$ cat config.mk
export PLATFORM = sky130hd
export DESIGN_NAME = bitserial_mac_array
export DESIGN_NICKNAME = d
export VERILOG_FILES = /design/src/rtl/bitserial_mac_array.sv
export SDC_FILE = /design/constraint.sdc
export NUM_CORES = 1
export LEC_CHECK = 0
export ABC_AREA = 1
export BUFFER_PORTS_ARGS = -buffer_cell sky130_fd_sc_hd__buf_2
export CAP_MARGIN = 20
export CORE_ASPECT_RATIO = 0.7
export CORE_MARGIN = 10
export CORE_UTILIZATION = 35
export CTS_CLUSTER_DIAMETER = 120
export CTS_CLUSTER_SIZE = 25
export DETAILED_ROUTE_END_ITERATION = 12
export PLACE_DENSITY = 0.59
export SETUP_SLACK_MARGIN = 0.1
export SYNTH_ARGS = -nofsm -noshare
export SYNTH_HDL_FRONTEND = slang
export SYNTH_SLANG_ARGS = --single-unit
export TNS_END_PERCENT = 1
$ cat constraint.sdc
create_clock -name clk -period 6.95 [get_ports clk]
set_input_delay 0.3475 -clock clk [delete_from_list [all_inputs] [get_ports clk]]
set_output_delay 0.3475 -clock clk [all_outputs]
set_load 0.01 [all_outputs]
$ cat src/rtl/bitserial_mac_array.sv
// bitserial_mac_array: LANES signed activations times runtime-truncated signed
// weights, one weight bit per cycle (LSB first). Lane products are summed and
// accumulated over a vector; the dot product leaves on a valid/ready port.
// Optional macro SATURATE_EN: saturating accumulation with a sticky ovf flag.
// Without it the accumulator wraps and ovf is tied to 0.
module bitserial_mac_array #(
  parameter int LANES = 4,
  parameter int AW    = 8,
  parameter int WW    = 8,
  parameter int ACCW  = 20,
  localparam int PW   = (WW > 1) ? $clog2(WW) : 1
) (
  input  logic                   clk,
  input  logic                   rstn,
  input  logic                   clear,
  input  logic                   in_valid,
  output logic                   in_ready,
  input  logic                   in_last,
  input  logic [LANES*AW-1:0]    act,
  input  logic [LANES*WW-1:0]    wgt,
  input  logic [PW-1:0]          prec,
  output logic                   out_valid,
  input  logic                   out_ready,
  output logic signed [ACCW-1:0] out_data,
  output logic                   ovf,
  output logic                   busy
);

  localparam int LW = AW + WW;
  localparam logic [PW-1:0] PMAX = PW'(WW - 1);

  typedef enum logic [1:0] {
    S_IDLE  = 2'd0,
    S_SHIFT = 2'd1,
    S_ACC   = 2'd2,
    S_HOLD  = 2'd3
  } state_t;

  state_t                   r_state;
  state_t                   w_state_nxt;
  logic [LANES*AW-1:0]      r_act;
  logic [LANES*WW-1:0]      r_wgt;
  logic [PW-1:0]            r_pm1;
  logic                     r_last;
  logic [PW-1:0]            r_cnt;
  logic signed [LW-1:0]     r_part [LANES];
  logic signed [ACCW-1:0]   r_acc;
  logic signed [ACCW-1:0]   r_out_data;
  logic                     r_out_valid;

  logic [PW-1:0]            w_pm1;
  logic [WW-1:0]            w_lane_w   [LANES];
  logic signed [LW-1:0]     w_term     [LANES];
  logic signed [LW-1:0]     w_part_nxt [LANES];
  logic signed [ACCW-1:0]   w_sum;
  logic signed [ACCW-1:0]   w_nacc;

  // Sign-extend one lane activation to partial-product width.
  function automatic logic signed [LW-1:0] sext_act(input logic [AW-1:0] a);
    return {{WW{a[AW-1]}}, a};
  endfunction

  // Sign-extend one lane partial to accumulator width.
  function automatic logic signed [ACCW-1:0] sext_part(input logic [LW-1:0] p);
    return {{(ACCW-LW){p[LW-1]}}, p};
  endfunction

  // Clamp the requested precision to the widest supported weight.
  always_comb begin
    if (int'(prec) > WW - 1) begin
      w_pm1 = PMAX;
    end else begin
      w_pm1 = prec;
    end
  end

  // Per-lane shift-add step; the top weight bit carries negative weight.
  always_comb begin
    for (int i = 0; i < LANES; i++) begin
      w_lane_w[i] = r_wgt[i*WW +: WW];
      w_term[i]   = sext_act(r_act[i*AW +: AW]) <<< r_cnt;
      if (!w_lane_w[i][r_cnt]) begin
        w_part_nxt[i] = r_part[i];
      end else if (r_cnt == r_pm1) begin
        w_part_nxt[i] = r_part[i] - w_term[i];
      end else begin
        w_part_nxt[i] = r_part[i] + w_term[i];
      end
    end
  end

  // Adder tree across lanes, sign-extended to accumulator width.
  always_comb begin
    w_sum = '0;
    for (int i = 0; i < LANES; i++) begin
      w_sum = w_sum + sext_part(r_part[i]);
    end
  end

`ifdef SATURATE_EN
  localparam logic [ACCW-1:0] ACC_MAX = {1'b0, {(ACCW-1){1'b1}}};
  localparam logic [ACCW-1:0] ACC_MIN = {1'b1, {(ACCW-1){1'b0}}};

  logic signed [ACCW:0] w_nacc_wide;
  logic                 w_sat;
  logic                 r_sticky;
  logic                 r_ovf;

  // Accumulate with one guard bit and clip to the signed range on overflow.
  always_comb begin
    w_nacc_wide = {r_acc[ACCW-1], r_acc} + {w_sum[ACCW-1], w_sum};
    if (w_nacc_wide[ACCW] != w_nacc_wide[ACCW-1]) begin
      w_sat = 1'b1;
      if (w_nacc_wide[ACCW]) begin
        w_nacc = ACC_MIN;
      end else begin
        w_nacc = ACC_MAX;
      end
    end else begin
      w_sat  = 1'b0;
      w_nacc = w_nacc_wide[ACCW-1:0];
    end
  end

  // Sticky saturation flag for the running dot product; copied to ovf on result.
  always_ff @(posedge clk or negedge rstn) begin
    if (!rstn) begin
      r_sticky <= 1'b0;
      r_ovf    <= 1'b0;
    end else if (clear) begin
      r_sticky <= 1'b0;
      r_ovf    <= 1'b0;
    end else if (r_state == S_ACC) begin
      if (r_last) begin
        r_ovf    <= r_sticky | w_sat;
        r_sticky <= 1'b0;
      end else begin
        r_sticky <= r_sticky | w_sat;
      end
    end
  end

  assign ovf = r_ovf;
`else
  // Plain two's-complement wrapping accumulation.
  always_comb begin
    w_nacc = r_acc + w_sum;
  end

  assign ovf = 1'b0;
`endif

  // State register.
  always_ff @(posedge clk or negedge rstn) begin
    if (!rstn) begin
      r_state <= S_IDLE;
    end else begin
      r_state <= w_state_nxt;
    end
  end

  // Next-state logic; clear overrides every transition.
  always_comb begin
    w_state_nxt = r_state;
    if (clear) begin
      w_state_nxt = S_IDLE;
    end else begin
      case (r_state)
        S_IDLE: begin
          if (in_valid) begin
            w_state_nxt = S_SHIFT;
          end else begin
            w_state_nxt = S_IDLE;
          end
        end
        S_SHIFT: begin
          if (r_cnt == r_pm1) begin
            w_state_nxt = S_ACC;
          end else begin
            w_state_nxt = S_SHIFT;
          end
        end
        S_ACC: begin
          if (r_last) begin
            w_state_nxt = S_HOLD;
          end else begin
            w_state_nxt = S_IDLE;
          end
        end
        S_HOLD: begin
          if (out_ready) begin
            w_state_nxt = S_IDLE;
          end else begin
            w_state_nxt = S_HOLD;
          end
        end
        default: begin
          w_state_nxt = S_IDLE;
        end
      endcase
    end
  end

  // Datapath: operand capture, bit-serial partials, accumulator and result.
  always_ff @(posedge clk or negedge rstn) begin
    if (!rstn) begin
      r_act       <= '0;
      r_wgt       <= '0;
      r_pm1       <= '0;
      r_last      <= 1'b0;
      r_cnt       <= '0;
      r_acc       <= '0;
      r_out_data  <= '0;
      r_out_valid <= 1'b0;
      for (int i = 0; i < LANES; i++) begin
        r_part[i] <= '0;
      end
    end else if (clear) begin
      r_cnt       <= '0;
      r_acc       <= '0;
      r_out_valid <= 1'b0;
      for (int i = 0; i < LANES; i++) begin
        r_part[i] <= '0;
      end
    end else begin
      case (r_state)
        S_IDLE: begin
          if (in_valid) begin
            r_act  <= act;
            r_wgt  <= wgt;
            r_pm1  <= w_pm1;
            r_last <= in_last;
            r_cnt  <= '0;
            for (int i = 0; i < LANES; i++) begin
              r_part[i] <= '0;
            end
          end
        end
        S_SHIFT: begin
          for (int i = 0; i < LANES; i++) begin
            r_part[i] <= w_part_nxt[i];
          end
          if (r_cnt != r_pm1) begin
            r_cnt <= r_cnt + PW'(1);
          end
        end
        S_ACC: begin
          if (r_last) begin
            r_out_data  <= w_nacc;
            r_out_valid <= 1'b1;
            r_acc       <= '0;
          end else begin
            r_acc <= w_nacc;
          end
        end
        S_HOLD: begin
          if (out_ready) begin
            r_out_valid <= 1'b0;
          end
        end
        default: begin
          r_out_valid <= 1'b0;
        end
      endcase
    end
  end

  assign in_ready  = (r_state == S_IDLE);
  assign busy      = (r_state != S_IDLE);
  assign out_valid = r_out_valid;
  assign out_data  = r_out_data;

endmodule

==> key figures <==
Yosys
  – Yosys cell types: 47
  – Cell Area, Synth: 0.0150 mm2
  – Synth Warn #: 0
  – Number of synthesized flops with an enable pin: 0
  – Seq cells post-synth: 178
  – Main combinational cell family by area after synthesis: simple AND/OR/NAND/NOR gates
  – Post-synthesis xor/xnor area fraction: 5.09%
  – Adder-Cell Fraction of Synth Area: 14.6%
  – Synthesized area per cell: 7.48 um2
  – Mapped Cells: 2000
  – Synth Area in Simple Gates: 24.8%
  – Mapped Nets: 2214
  – Synth Area in Compound Gates: 12.3%
  – Multiplexer area fraction after synthesis: 3.84%
  – Ys flop type: dfrtp_1
  – Post-synthesis async set-or-reset flop share: 100%
  – Post-synthesis sequential area ratio: 29.8%

Timing
  – Worst slew pin tran: 0.950 ns
  – Final hold vios: 0
  – Final Critical Period: 4.81 ns
  – Tcrit/Tclk final: 69.3%
  – Setup slack after layout: 2.14 ns
  – RSZ-0062 raised after global routing: no
  – Max transition margin: 36.4%
  – Final TNS setup: 0 ns
  – Slew Limit Fails: 0
  – Clock skew: 0.0192 ns
  – Hold slack final: 0.106 ns
  – Maximum clock frequency: 208 MHz
  – Final Setup Violations: 0

Placed design
  – RD Place Congestion: 0.910
  – Worst Setup Slack post-DPL: 2.28 ns
  – Post-DP Area: 0.0159 mm2
  – Detailed placement HPWL: 34.0 mm
  – Port Buffers: 95

Flow run
  – Total of max-cap violations: 0

Routing
  – DRT Wirelength: 42.6 mm
  – Vias: 13298
  – Antenna Violating Nets Remaining: 0
  – Pre-antenna DRT Iters: 5
  – Iter 0 DRT Violations: 1342
  – Post-DR vias/cell: 5.06
  – DRC viols: 0
  – DR WL/cell: 16.2 um

Worst setup path
  – CP max stage cell: dfrtp_1
  – RR Startpoint: r_cnt[1]
  – CP required: 7.31 ns
  – R2R Path End: r_part[31]
  – Crit-path most repeated cell: nand3_1
  – CP Cell Sequence: xor2_1 -> nor2_1 -> nand2_2 -> inv_1 -> or2_2 -> xor2_1 -> ha_1 -> a21oi_1 -> o21ai_0 -> nand2_1 -> nand3_1 -> a21oi_1 -> nand3_1 -> nand3_1 -> nand2_1
  – Worst stage delay on the critical path: 0.77 ns
  – CP Max Fanout: 51
  – Crit end category: register
  – R2R setup slack: 2.14 ns
  – Arr. time, crit path: 5.18 ns
  – Critical Path Start Type: register
  – Reg2Reg Depth: 15
  – WS Path Type: register to register

CTS
  – Reg clk slew, reported paths: 0.08 ns
  – Root buffer cell: clkbuf_16
  – Clock buffer depth: 2
  – Worst-Skew Late Latency: 0.46 ns
  – Post_cts resized: 0
  – H-tree level count: 4
  – Inserted Clock Buffers: 17
  – CTS tree: yes
  – Num Clock Sinks: 178

Layout
  – # fillers: 4470
  – Net count reported at finish: 2277
  – Final Cell Area: 0.0165 mm2
  – Share of layout cells above drive strength 1: 12.3%
  – Syn-to-layout area delta: 10.4%
  – ANT cells: 0

GRT
  – Met1 GRT Util: 26.2%
  – GR Util met3: 3.47%
  – Largest net degree at the start of global routing: 74
  – Gr busiest metal: met1
  – Global-route wire length before repair: 68.1 mm
  – Grt ovf: 0
  – Met2 usage: 22.5%
  – All-Layer GR Usage: 16.6%
  – Vias in the first global route: 12314
  – Initial antenna violation count: 0

Die
  – Number of core rows: 63
  – Initial Util: 35.4%
  – IO Pins: 97
  – Core ar.: 0.0423 mm2
  – Die Wd: 267 um
  – DIE AREA: 0.0516 mm2
  – Die height: 193 um

Min path
  – Worst Hold End: out_valid
  – HP Class: primary input to register
  – Hold path startpoint: out_ready
  – Hold depth: 2

Outcome
  – Run status: completed
-- repair_timing --
item,in CTS,in global routing
hold buffers,1,0
setup buffers,0,0
endpoints found under the hold margin,63,0
-- worst max path at each step --
stage | startpoint | depth (start not counted) | slack (ns) | endpoint
after detailed placement | r_cnt[1] | 16 | 2.28 | r_part[15]
final | r_cnt[1] | 15 | 2.14 | r_part[31]
after CTS | r_cnt[1] | 16 | 2.25 | r_part[25]
after global placement | r_cnt[1] | 15 | 2.39 | r_part[31]
after floorplan | r_part[1] | 16 | 3.13 | r_acc[13]
after global routing | r_cnt[1] | 17 | 1.72 | r_part[57]
-- cell usage after synthesis, types with 7 or more instances --
cell      instances  share of area (%)
nand4_1           8               0.33
a21oi_2           9               0.53
nand3_1         188                6.3
buf_4             7               0.35
buf_6             9               0.68
clkbuf_1         12               0.30
or2_2            12               0.50
o22ai_1          31                1.3
fa_1             55                7.4
nor2_1          107                2.7
xor2_1           60                3.5
a31oi_1           7               0.29
ha_1             86                7.2
buf_1             7               0.18
o21ai_0          97                3.2
dfrtp_1         178                 30
nor3_1           22               0.74
buf_2            25               0.84
a21o_1            9               0.45
o31ai_1           7               0.35
nand2_2           8               0.33
mux2_2           51                3.8
inv_1           280                7.0
xnor2_1          27                1.6
inv_2            10               0.25
a21oi_1         116                3.9
o21ai_1          25               0.84
nand2_1         493                 12
-- flip-flops by register name, indices dropped and copies added (netlist names) --
name	cells
r_cnt	3
r_wgt	32
r_last	1
r_part	64
r_pm1	3
out_data	20
r_act	32
r_state	2
r_acc	20
out_valid	1
-- stage by stage --
| step | std cells | utilization (%) |
|---|---|---|
| global route | 2628 | 39.1 |
| global placement | 2595 | 37.5 |
| finish | 2628 | 39.1 |
| floorplan | 2000 | - |
| detailed placement | 2595 | 37.5 |
| CTS | 2628 | 39.1 |
-- critical path, delay by kind of cell (launching register included) --
| kind | cells | cell delay, ns |
|---|---|---|
| XOR/XNOR | 2 | 0.56 |
| flip-flops | 1 | 0.77 |
| adder cells (fa/ha/maj) | 1 | 0.36 |
| AO/OA/AOI/OAI | 3 | 0.57 |
| buffers and inverters | 1 | 0.66 |
| AND/OR/NAND/NOR | 8 | 1.75 |
-- cells by family (layout without fill, tap and decap cells) --
logic type               after synthesis  in the layout
multiplexers                          51             51
buffers and inverters                351            427
XOR/XNOR                              87             87
flip-flops                           178            178
adder cells (fa/ha/maj)              141            141
other                                  1              1
AND/OR/NAND/NOR                      865            865
AO/OA/AOI/OAI                        326            326
-- metal layers --
metal	up-vias	share of wire (%)
met1	6299	54
li1	6629	-
met4	0	1.0
met5	-	0
met3	26	6.2
met2	344	39
-- layout make-up --
| class | instances | area, um2 | share of cell area [%] |
|---|---|---|---|
| well taps | 552 | 691 | 4.18 |
| clock buffers | 19 | 443 | 2.68 |
| flip-flops and latches | 178 | 4460 | 27.0 |
| repair buffers | 104 | 554 | 3.36 |
| multi-input cells | 1471 | 9070 | 55.0 |
| clock inverters | 13 | 196 | 1.19 |
| inverters | 291 | 1090 | 6.63 |
-- placed cells by master (no fill, tap or decap), drive strengths merged, types with 12 or more instances in the layout --
master  netlist  layout
xor2         60      60
buf          48     102
fa           55      55
nand2       501     501
xnor2        27      27
nor2        114     114
o21ai       127     127
dfrtp       178     178
nand3       192     192
nor3         29      29
o22ai        31      31
ha           86      86
clkbuf       12      20
a21oi       125     125
or2          12      12
inv         291     296
mux2         51      51
Power is not shown: default switching activity piles up to over one toggle a cycle in this logic, so the estimate is an artifact.
